--- src/rtl/deserializer_fsm_pkg.sv ---
// Shared types and sizing helpers for the serial-to-parallel deserializer.
package deser_pkg;

    typedef enum logic [1:0] {
        S_IDLE  = 2'd0,
        S_SHIFT = 2'd1,
        S_HOLD  = 2'd2
    } state_t;

    localparam int unsigned DEFAULT_LENGTH = 24;

    function automatic int unsigned cnt_width(input int unsigned len);
        return (len <= 2) ? 1 : $clog2(len);
    endfunction

endpackage

--- src/rtl/deserializer_fsm.sv ---
// LSB-first serial-to-parallel stage: collects LENGTH bits, then holds the
// word on a valid/ready interface until downstream takes it.
module deserializer_fsm
    import deser_pkg::*;
#(
    parameter int unsigned LENGTH = DEFAULT_LENGTH
) (
    input  logic              i_clk,
    input  logic              i_rst,
    input  logic              i_en,
    input  logic              i_din,
    input  logic              i_din_valid,
    output logic              o_ready,
    output logic [LENGTH-1:0] ov_dout,
    output logic              o_dout_valid,
    input  logic              i_ready
);

    localparam int unsigned CW = cnt_width(LENGTH);
    localparam logic [CW-1:0] CNT_LAST = CW'(LENGTH - 1);

    state_t            state, state_next;
    logic [CW-1:0]     cnt, cnt_next;
    logic [LENGTH-1:0] shreg, shreg_next;
    logic              accept;
    logic              last_bit;

    assign o_ready  = i_rst && i_en && (state != S_HOLD);
    assign accept   = i_en && i_din_valid && o_ready;
    assign last_bit = (cnt == CNT_LAST);

    always_ff @(posedge i_clk) begin
        if (!i_rst) begin
            state <= S_IDLE;
            cnt   <= '0;
            shreg <= '0;
        end else begin
            state <= state_next;
            cnt   <= cnt_next;
            shreg <= shreg_next;
        end
    end

    always_comb begin
        state_next = state;
        cnt_next   = cnt;
        shreg_next = shreg;
        if (accept) begin
            // New bits enter at the MSB so the first bit lands at bit 0.
            shreg_next = {i_din, shreg[LENGTH-1:1]};
            cnt_next   = last_bit ? '0 : cnt + CW'(1);
        end
        unique case (state)
            S_IDLE:  if (accept) state_next = S_SHIFT;
            S_SHIFT: if (accept && last_bit) state_next = S_HOLD;
            S_HOLD:  if (i_en && i_ready) state_next = S_IDLE;
            default: state_next = S_IDLE;
        endcase
    end

    assign o_dout_valid = (state == S_HOLD);
    assign ov_dout      = shreg;

endmodule
--- config.mk ---
export PLATFORM = sky130hd
export DESIGN_NAME = deserializer_fsm
export DESIGN_NICKNAME = d
export VERILOG_FILES = /design/src/rtl/deserializer_fsm_pkg.sv /design/src/rtl/deserializer_fsm.sv
export SDC_FILE = /design/constraint.sdc
export NUM_CORES = 1
export LEC_CHECK = 0
export BUFFER_PORTS_ARGS = -buffer_cell sky130_fd_sc_hd__buf_2
export CORE_MARGIN = 2
export CORE_UTILIZATION = 50
export DETAILED_ROUTE_END_ITERATION = 8
export PLACE_DENSITY_LB_ADDON = 0.2
export SETUP_SLACK_MARGIN = 0.02
export SLEW_MARGIN = 20
export SYNTH_ARGS = -nofsm -noshare
export SYNTH_HDL_FRONTEND = slang
export SYNTH_SLANG_ARGS = --single-unit
--- constraint.sdc ---
create_clock -name i_clk -period 1.7 [get_ports i_clk]
set_input_delay 0.085 -clock i_clk [delete_from_list [all_inputs] [get_ports i_clk]]
set_output_delay 0.085 -clock i_clk [all_outputs]
set_load 0.02 [all_outputs]
==> metrics.md, run 1 <==
| Metric | Value |
|---|---|
| Status | `complete, no violations` |
| Initial Utilization | `53.9%` |
| Layout overhead on the synthesized area | `17.4%` |
| Distinct cells, synth | `23` |
| Clock transition at path regs | `80 ps` |
| Total grt overflow | `0` |
| Inst Count DP | `175` |
| Synth Instances | `121` |
| Maximum VDD drop | `677 µV` |
| Final Cycle Share | `79.1%` |
| RSZ-0062 raised after global routing | `no` |
| Post-synthesis mux area share | `21.3%` |
| CP bufs+invs | `2` |
| Placed inst area | `1390 µm²` |
| CTS tree | `built` |
| CTS max path bufs | `2` |
| Fmax | `744 MHz` |
| Crit path cell chain | `nand2b_1 -> buf_4 -> and2_1 -> buf_2` |
| DP HPWL | `1.48 mm` |
| Least-Margin Pin Slew | `302 ps` |
| FF+latch count, synth | `31` |
| Setup TNS | `0 ps` |
| DP Worst Slack | `365 ps` |
| Setup crit start kind | `flip-flop` |
| Reg2Reg Setup Slack | `380 ps` |
| Clock Sinks | `31` |
| Cell Count, Final, Fillers Out | `183` |
| Compound-gate portion of the synthesized area | `3.06%` |
| First-pass GRT wire length | `3.71 mm` |
| Critical path arrival | `1260 ps` |
| Routed wire length | `2.11 mm` |
| P per Cell Area | `829 nW/µm²` |
| Pre-antenna DRT Iters | `4` |
| Post-cts gate resize count | `0` |
| Synth area leaders | `dfxtp_1, mux2i_1, nand2_1` |
| HP Start | `i_din` |
| Tmin final | `1340 ps` |
| Die Ht | `53.5 µm` |
| Yosys warnings | `0` |
| Post-Syn Area per Cell | `10.1 µm²` |
| Port bufs | `31` |
| H-tree Lvls | `2` |
| Synth Area in Adders | `1.02%` |
| Area of the multi-input gates | `538 µm²` |
| Final Skew | `8.10 ps` |
| Family with the most delay on the worst path | `flip-flops` |
| Layout cells sized above 1 | `27.1%` |
| Most frequent cells in the layout | `dfxtp_1, buf_2, nand2_1, mux2i_1, nand4_1` |
| FF-to-FF Start | `state[0]` |
| Slowest CP cell | `dfxtp_1` |
| Post-CTS Hold Buffers | `0` |
| Final Wtd Congestion | `0.773` |
| Post-CTS Repair Setup Buffers | `0` |
| Largest family of logic cells by synthesized area | `multiplexers` |
| Via density | `5.10` |
| Largest net degree at the start of global routing | `33` |
| Post-Syn Nets | `128` |
| DRT antenna net count | `0` |
| Vias in the first global route | `834` |
| # diodes | `0` |
| Worst-Skew Late Latency | `320 ps` |
| Die area | `2870 µm²` |
| Finish-stage setup viols | `0` |
| Core Region | `2280 µm²` |
| Xor-xnor portion of the synthesized cell area | `0%` |
| Final Max Tran Viols | `0` |
| Top cell type by total area after synthesis | `dfxtp_1` |
| Critical Path End Type | `output pin` |
| DRC Markers | `0` |
| CP Max Fanout | `8` |
| Final worst slack | `356 ps` |
| Initial antenna violation count | `0` |
| Synthesized cell area | `1230 µm²` |
| Final #Nets | `161` |
| P_leak | `0.653 nW` |
| Largest stage delay, worst path | `340 ps` |
| Setup CP Type | `reg -> out` |
| Num CTS Buffers | `5` |
| Slew headroom | `79.9%` |
| Post-synthesis sequential area ratio | `50.6%` |
| DR iter-0 viols | `11` |
| WL per Instance | `11.5 µm` |
| IO Pins | `32` |
| Die width | `53.5 µm` |
| Worst Setup SP | `state[0]` |
| Clock root buffer master | `clkbuf_4` |
| Total global routing track utilization | `18.6%` |
| Min-delay worst type | `in -> reg` |
| Final Hold Fails | `0` |
| Maxcap violations | `0` |
| Fillers | `182` |
| Storage cell area | `621 µm²` |
| Share of Yosys cell area claimed by the top area cell type | `50.6%` |
| Simple-gate area share of the yosys netlist | `18.5%` |
| Rows | `17` |
| Design Area, Final | `1440 µm²` |
| Worst Path Required | `1620 ps` |
| Via count | `934` |
[routing by layer]
metal,track usage (%),up-vias,wire (µm),part of all wire [%]
li1,-,487,-,-
met1,23.2,414,986,47
met2,26.7,29,949,45
met3,9.72,4,145,6.9
met5,0,-,0,0
met4,7.69,0,31,1.5
[report_power, final]
group          total, mW  internal [mW]  switching [mW]  leakage, nW
Sequential         0.736          0.732         0.00459        0.250
Combinational     0.0652         0.0276          0.0376        0.373
Clock              0.394          0.161           0.233       0.0293
[cells by family (layout without fill, tap and decap cells)]
family / Yosys count / count (layout)
buf+inv: 10 / 44
fa+ha+maj: 1 / 1
simple gates: 47 / 47
mux: 26 / 26
compound gates: 6 / 6
flops: 31 / 31
[Yosys cell counts]
library cell,count
and4b_1,1
clkbuf_1,3
nand4_1,6
ha_1,1
o2111a_1,1
nand3_1,1
mux2_1,1
o21ai_1,3
buf_6,4
inv_2,1
buf_2,1
inv_1,1
dfxtp_1,31
and3_1,3
and2_1,3
mux2i_1,25
nor2_1,1
a21oi_1,1
nand2b_1,1
and3_4,1
nand2_1,29
or2_1,1
o22ai_1,1
[path summary, 6_finish.rpt]
kind | cells past startpoint | end
max reg2reg | 4 | ov_dout[3]
min reg2reg | 2 | ov_dout[0]
max | 4 | o_ready
min | 3 | ov_dout[23]
[worst reg2reg max path, stage by stage (launching register included)]
cell and delay (ps):
dfxtp_1 370, nand2b_1 140, and3_4 340, buf_12 200
mux2i_1 210
[stage by stage]
step	utilization, %	hold WS (ps)	total power [mW]
finish	63.3	27.3	1.20
global route	63.3	7.88	1.26
CTS	63.3	14.9	1.21
detailed placement	61.1	367	0.818
global placement	61.1	368	0.818
floorplan	-	229	0.804
[layout make-up]
type                            count  area share [%]
Clock buffer                        7            3.13
Clock inverter                      1           0.347
Inverter                            2           0.521
Multi-Input combinational cell     80            37.3
Sequential cell                    31            43.1
Tap cell                           28            2.43
Timing Repair Buffer               34            13.2
[registers in the layout (all words and copies together) (netlist names)]
register,flops
cnt,5
state,2
ov_dout,24
Power figures use the tool's default switching activity.
==> run 2: changes to the inputs <==
- CORE_UTILIZATION: 50 -> 45
- clock period: 1.7 -> 1.2 ns (I/O delays scaled with it)
==> run 2 against run 1 <==
  * Register-to-register slack got worse by 320 ps
  * Sequential cell count unchanged
  * Design area is 13% higher
  * Non-clock buffer count increased by 8
  * Core utilization is 0.95 points higher
  * Worst hold slack got worse by 2.0 ps
  * Clock-buffer cell count shrank 1
  * Critical path depth did not move
  * Sequential power is 43% higher
  * Critical path type unchanged
  * Largest power group unchanged
  * Clock skew about the same
  * The flow now finishes with violations (setup timing)
==> metrics.md, run 2 (synthesized netlist as in run 1, its figures left out) <==
| Metric | Value |
|---|---|
| Status | `complete, but fails checks (was complete, no violations)` |
| Failing checks | `setup timing` |
| Setup crit start kind | `flip-flop (unchanged)` |
| Finish-stage setup viols | `1 (was 0)` |
| DR iter-0 viols | `12 (was 11)` |
| Initial Utilization | `48.7% (was 53.9%)` |
| Worst Hold Path Cells | `4 (was 3)` |
| CTS tree | `built (unchanged)` |
| Final Skew | `7.80 ps (was 8.10 ps)` |
| Final Hold Fails | `0 (unchanged)` |
| DRC Markers | `0 (unchanged)` |
| Slowest CP cell | `dfxtp_2 (was dfxtp_1)` |
| CP Max Fanout | `3 (was 8)` |
| Total global routing track utilization | `16.4% (was 18.6%)` |
| Via density | `5.10 (about the same)` |
| # diodes | `0 (unchanged)` |
| Final Cycle Share | `101%` |
| Final worst slack | `-16.4 ps (was 356 ps)` |
| WHS | `25.3 ps (was 27.3 ps)` |
| Final #Nets | `169 (was 161)` |
| RSZ-0062 raised after global routing | `yes (was no)` |
| Clock Sinks | `31 (unchanged)` |
| Maxcap violations | `0 (unchanged)` |
| P per Cell Area | `1240 nW/µm² (was 829 nW/µm²)` |
| Inst Count DP | `180 (was 175)` |
| Max reg flops | `24 (unchanged)` |
| Cell Count, Final, Fillers Out | `193 (was 183)` |
| P_leak | `0.727 nW (was 0.653 nW)` |
| Die width | `56.2 µm (was 53.5 µm)` |
| Num CTS Buffers | `5 (unchanged)` |
| Routed wire length | `2.36 mm (was 2.11 mm)` |
| Die Ht | `56.2 µm (was 53.5 µm)` |
| WL per Instance | `12.2 µm (was 11.5 µm)` |
| Critical path arrival | `1160 ps (was 1260 ps)` |
| Largest stage delay, worst path | `330 ps (was 340 ps)` |
| Layout cells sized above 1 | `35.6% (was 27.1%)` |
| Total grt overflow | `0 (unchanged)` |
| DP HPWL | `1.62 mm (was 1.48 mm)` |
| First-pass GRT wire length | `4.04 mm (was 3.71 mm)` |
| Final Max Tran Viols | `0 (unchanged)` |
| Largest net degree at the start of global routing | `17 (was 33)` |
| Pre-antenna DRT Iters | `3 (was 4)` |
| Critical Path End Type | `output pin (unchanged)` |
| DP Worst Slack | `10.0 ps (was 365 ps)` |
| Maximum VDD drop | `977 µV (was 677 µV)` |
| Die area | `3160 µm² (was 2870 µm²)` |
| CP bufs+invs | `2 (unchanged)` |
| Most frequent cell on the critical path | `buf_6` |
| Clock transition at path regs | `90 ps (was 80 ps)` |
| Fmax | `822 MHz` |
| Clock root buffer master | `clkbuf_4 (unchanged)` |
| Setup CP Type | `reg -> out (unchanged)` |
| Vias in the first global route | `892 (was 834)` |
| Worst Path Required | `1140 ps (was 1620 ps)` |
| Core Region | `2520 µm² (was 2280 µm²)` |
| H-tree Lvls | `2 (unchanged)` |
| R2r worst-path depth | `4 (unchanged)` |
| Least-Margin Pin Slew | `147 ps (was 302 ps)` |
| Rows | `18 (was 17)` |
| Most frequent cells in the layout | `nand2_1, buf_2, dfxtp_1, mux2i_1 (was dfxtp_1, buf_2, nand2_1, mux2i_1, nand4_1)` |
| Port bufs | `31 (unchanged)` |
| Family with the most delay on the worst path | `flip-flops (unchanged)` |
| IO Pins | `32 (unchanged)` |
| WP depth | `4 (unchanged)` |
| Via count | `984 (was 934)` |
| Crit path cell chain | `nand2b_4 -> buf_6 -> and2_4 -> buf_6 (was nand2b_1 -> buf_4 -> and2_1 -> buf_2)` |
| Worst-Skew Late Latency | `330 ps (was 320 ps)` |
| Min-delay worst type | `in -> reg (unchanged)` |
| Layout overhead on the synthesized area | `32.1% (was 17.4%)` |
| Slew headroom | `89.9% (was 79.9%)` |
| CTS max path bufs | `2 (unchanged)` |
| Final Wtd Congestion | `0.869 (was 0.773)` |
| Initial antenna violation count | `0 (unchanged)` |
| DRT antenna net count | `0 (unchanged)` |
| Tmin final | `1220 ps` |
run 2: changes by cell type in the layout (fill, tap and decap cells not counted), moves of 2 or more:
cell and delta:
dfxtp_1 -4, buf_2 -2, buf_6 +2, dlygate4sd3_1 +2
clkbuf_1 -2, dfxtp_2 +3, buf_4 +4
run 2: cell type report:
cell class	count	area (µm²)
fill	235	901
sequential	31	628
multi-input combinational	80	564
timing repair buffer	42	298
clock buffer	6	51.3
tap	30	37.5
clock inverter	2	35.0
inverter	2	7.51
run 2: final timing paths:
path | startpoint | endpoint | slack (ps)
min | i_en | state[1] | 30
max | state[0] | o_ready | -20
max reg2reg | state[0] | ov_dout[6] | 60
min reg2reg | ov_dout[0] | ov_dout[0] | 470
run 2: layer usage:
metal  up-vias  global-route usage (%)  part of all wire [%]  wire (µm)
li1        507                       -                     -          -
met1       446                    21.6                    48       1120
met2        26                    23.2                    45       1050
met3         5                    6.98                   6.1        144
met4         0                    7.14                   1.5         36
met5         -                       0                     0          0
run 2: worst min-delay path: stages:
cell and delay [ps]:
buf_2 90, a21oi_1 50, nand3_1 70, o21ai_1 50
run 2: through the flow:
stage                     area, µm²  total power [mW]  utilization (%)  TNS [ps]
after floorplan                1250              1.14                -      -639
after global placement         1440              1.17             57.1         0
after detailed placement       1440              1.18             57.1         0
after CTS                      1580              2.04             62.5     -33.1
after global routing           1620              2.11             64.3     -72.8
final                          1620              2.02             64.3     -16.4
run 2: power breakdown:
| group | switching (mW) | total, mW | internal [mW] | leakage (nW) |
|---|---|---|---|---|
| registers | 0.00820 | 1.05 | 1.04 | 0.252 |
| logic | 0.0608 | 0.129 | 0.0677 | 0.427 |
| clock network | 0.353 | 0.845 | 0.492 | 0.0482 |
run 2: repair_timing:
action	in CTS	in global routing
pin swaps	0	2
setup buffers	2	0
hold buffers	2	0
hold endpoints to repair	2	0
gates cloned	0	1
resized for setup	6	5
endpoints found under the setup margin	5	7
==> run 3: changes to the inputs <==
- PLACE_DENSITY: default -> 0.72
- PLACE_DENSITY_LB_ADDON: 0.2 -> default
==> run 3 against run 2 <==
  * The flow still finishes with violations (setup timing)
  * Final cell count is 1.0% higher
  * Via count grew 2.9%
  * Wire length grew 9.5%
  * Power barely moved
  * Die area is the same
  * Sequential share of layout area is 0.65 points lower
  * Critical path depth unchanged
  * Critical path type unchanged
  * Largest cell class unchanged
  * Largest power group unchanged
  * Highest routed layer unchanged
==> metrics.md, run 3 (synthesized netlist as in run 1, its figures left out) <==
| Metric | Value |
|---|---|
| Failing checks | `setup timing (unchanged)` |
| Clock root buffer master | `clkbuf_4 (unchanged)` |
| Clock transition at path regs | `90 ps (about the same)` |
| CP Max Fanout | `4 (was 3)` |
| Final Max Tran Viols | `0 (unchanged)` |
| H-tree Lvls | `2 (unchanged)` |
| Via density | `5.19 (was 5.10)` |
| Critical path arrival | `1160 ps (about the same)` |
| Total grt overflow | `0 (unchanged)` |
| Worst R2R End | `cnt[0] (was ov_dout[6])` |
| WHS | `36.1 ps (was 25.3 ps)` |
| DRT antenna net count | `0 (unchanged)` |
| FF-to-FF Start | `cnt[0] (was state[0])` |
| Port bufs | `31 (unchanged)` |
| Die Ht | `56.2 µm (unchanged)` |
| Setup CP Type | `reg -> out (unchanged)` |
| Core Region | `2520 µm² (unchanged)` |
| CP bufs+invs | `2 (unchanged)` |
| Final worst slack | `-20.1 ps (was -16.4 ps)` |
| P_leak | `0.739 nW (was 0.727 nW)` |
| R2r worst-path depth | `4 (unchanged)` |
| DRC Markers | `0 (unchanged)` |
| Worst Hold Path Cells | `4 (unchanged)` |
| Slew headroom | `87.3% (was 89.9%)` |
| Pre-antenna DRT Iters | `4 (was 3)` |
| Final Wtd Congestion | `0.829 (was 0.869)` |
| P per Cell Area | `1230 nW/µm² (was 1240 nW/µm²)` |
| Fillers | `218 (was 235)` |
| Worst-Skew Late Latency | `320 ps (was 330 ps)` |
| Slowest CP cell | `dfxtp_2 (unchanged)` |
| Final #Nets | `171 (was 169)` |
| Crit path cell chain | `nand2b_4 -> buf_6 -> and2_4 -> buf_6 (unchanged)` |
| Max reg flops | `24 (unchanged)` |
| Final Cycle Share | `102% (was 101%)` |
| WHS Endpoint | `state[1] (unchanged)` |
| DR iter-0 viols | `20 (was 12)` |
| Routed wire length | `2.58 mm (was 2.36 mm)` |
| Most frequent cell on the critical path | `buf_6 (unchanged)` |
| WL per Instance | `13.2 µm (was 12.2 µm)` |
| DP HPWL | `1.74 mm (was 1.62 mm)` |
| Least-Margin Pin Slew | `190 ps (was 147 ps)` |
| Reg2Reg Setup Slack | `40 ps (was 60 ps)` |
| Die width | `56.2 µm (unchanged)` |
| Initial Utilization | `48.7% (unchanged)` |
| Num CTS Buffers | `5 (unchanged)` |
| Finish-stage setup viols | `1 (unchanged)` |
| DP Worst Slack | `-14.9 ps (was 10.0 ps)` |
| Final Hold Fails | `0 (unchanged)` |
| Status | `complete, but fails checks (unchanged)` |
| Tmin final | `1220 ps (about the same)` |
| Layout overhead on the synthesized area | `33.8% (was 32.1%)` |
| # diodes | `0 (unchanged)` |
| Critical Path End Type | `output pin (unchanged)` |
| Family with the most delay on the worst path | `flip-flops (unchanged)` |
| Clock Sinks | `31 (unchanged)` |
| Via count | `1013 (was 984)` |
| First-pass GRT wire length | `4.24 mm (was 4.04 mm)` |
| Maxcap violations | `0 (unchanged)` |
| Most frequent cells in the layout | `nand2_1, buf_2, dfxtp_1, mux2i_1, buf_4 (was nand2_1, buf_2, dfxtp_1, mux2i_1)` |
| IO Pins | `32 (unchanged)` |
| Min-delay worst type | `in -> reg (unchanged)` |
| Largest stage delay, worst path | `330 ps (about the same)` |
| Initial antenna violation count | `0 (unchanged)` |
| WP depth | `4 (unchanged)` |
| Largest net degree at the start of global routing | `18 (was 17)` |
| CTS max path bufs | `2 (unchanged)` |
| Vias in the first global route | `969 (was 892)` |
| Maximum VDD drop | `1280 µV (was 977 µV)` |
| Layout cells sized above 1 | `38.8% (was 35.6%)` |
| HP Start | `i_ready (was i_en)` |
| Fmax | `820 MHz (was 822 MHz)` |
| Final Skew | `5.84 ps (was 7.80 ps)` |
| Total global routing track utilization | `17.1% (was 16.4%)` |
| Setup crit start kind | `flip-flop (unchanged)` |
| Die area | `3160 µm² (unchanged)` |
| CTS tree | `built (unchanged)` |
| Rows | `18 (unchanged)` |
| Worst Path Required | `1140 ps (about the same)` |
| RSZ-0062 raised after global routing | `yes (unchanged)` |
run 3: cell types whose count changed in the layout (fill, tap and decap cells not counted):
cell           before  now
buf_6               2    3
nor2_1              1    0
nor2_2              0    1
and4b_2             0    1
buf_4               6    8
dfxtp_4             1    0
mux2i_2             0    1
dlygate4sd3_1       2    1
mux2i_1            25   24
and4b_1             1    0
dfxtp_2             3    4
run 3: worst max path at each step:
stage	end	start	slack, ps
2_1_floorplan	cnt[0]	state[0]	-50
6_report	o_ready	state[0]	-20
3_5_place_dp	cnt[0]	cnt[0]	-10
5_1_grt	o_ready	state[0]	-60
4_1_cts	o_ready	state[0]	-20
3_3_place_gp	cnt[0]	cnt[0]	60
run 3: final cells by class:
type	count	area, µm²	share of cell area (%)
tap	30	37.5	2.28
inverter	2	7.51	0.457
multi-input combinational	80	572	34.8
clock inverter	2	35.0	2.13
sequential	31	626	38.1
clock buffer	6	51.3	3.12
timing repair buffer	44	314	19.1
run 3: where the power goes:
part,switching (mW),internal [mW]
Combinational,0.0669,0.0717
Clock,0.344,0.492
Sequential,0.00677,1.04
Total,0.418,1.60
run 3: repair_timing:
action,in CTS,in global routing
cloned,0,1
setup buffers,5,0
hold buffers,1,0
pin swaps,0,2
endpoints found under the setup margin,4,7
gates resized for setup,8,6
endpoints found under the hold margin,1,0
run 3: worst register-to-register path: cells and delay by family (launching register included):
| kind | cells | cell delay [ps] |
|---|---|---|
| adder cells (fa/ha/maj) | 1 | 140 |
| AND/OR/NAND/NOR | 2 | 310 |
| flip-flops | 1 | 360 |
| multiplexers | 1 | 250 |
run 3: metal layers:
| metal | vias up | share of wire, % | global-route usage [%] |
|---|---|---|---|
| li1 | 502 | - | - |
| met1 | 484 | 42 | 19.5 |
| met2 | 20 | 51 | 28.6 |
| met3 | 7 | 5.6 | 7.44 |
| met4 | 0 | 2.0 | 5.78 |
| met5 | - | 0 | 0 |
run 3: metrics by stage:
stage / cells / TNS (ps) / cell area (µm²) / util (%) / total power [mW]
4_1_cts: 194 / -20.4 / 1590 / 63.2 / 2.03
2_1_floorplan: 121 / -639 / 1250 / - / 1.14
5_1_grt: 195 / -66.5 / 1640 / 65.1 / 2.10
6_report: 195 / -20.1 / 1640 / 65.1 / 2.02
3_5_place_dp: 180 / -14.9 / 1440 / 57.1 / 1.18
3_3_place_gp: 180 / 0 / 1440 / 57.1 / 1.17
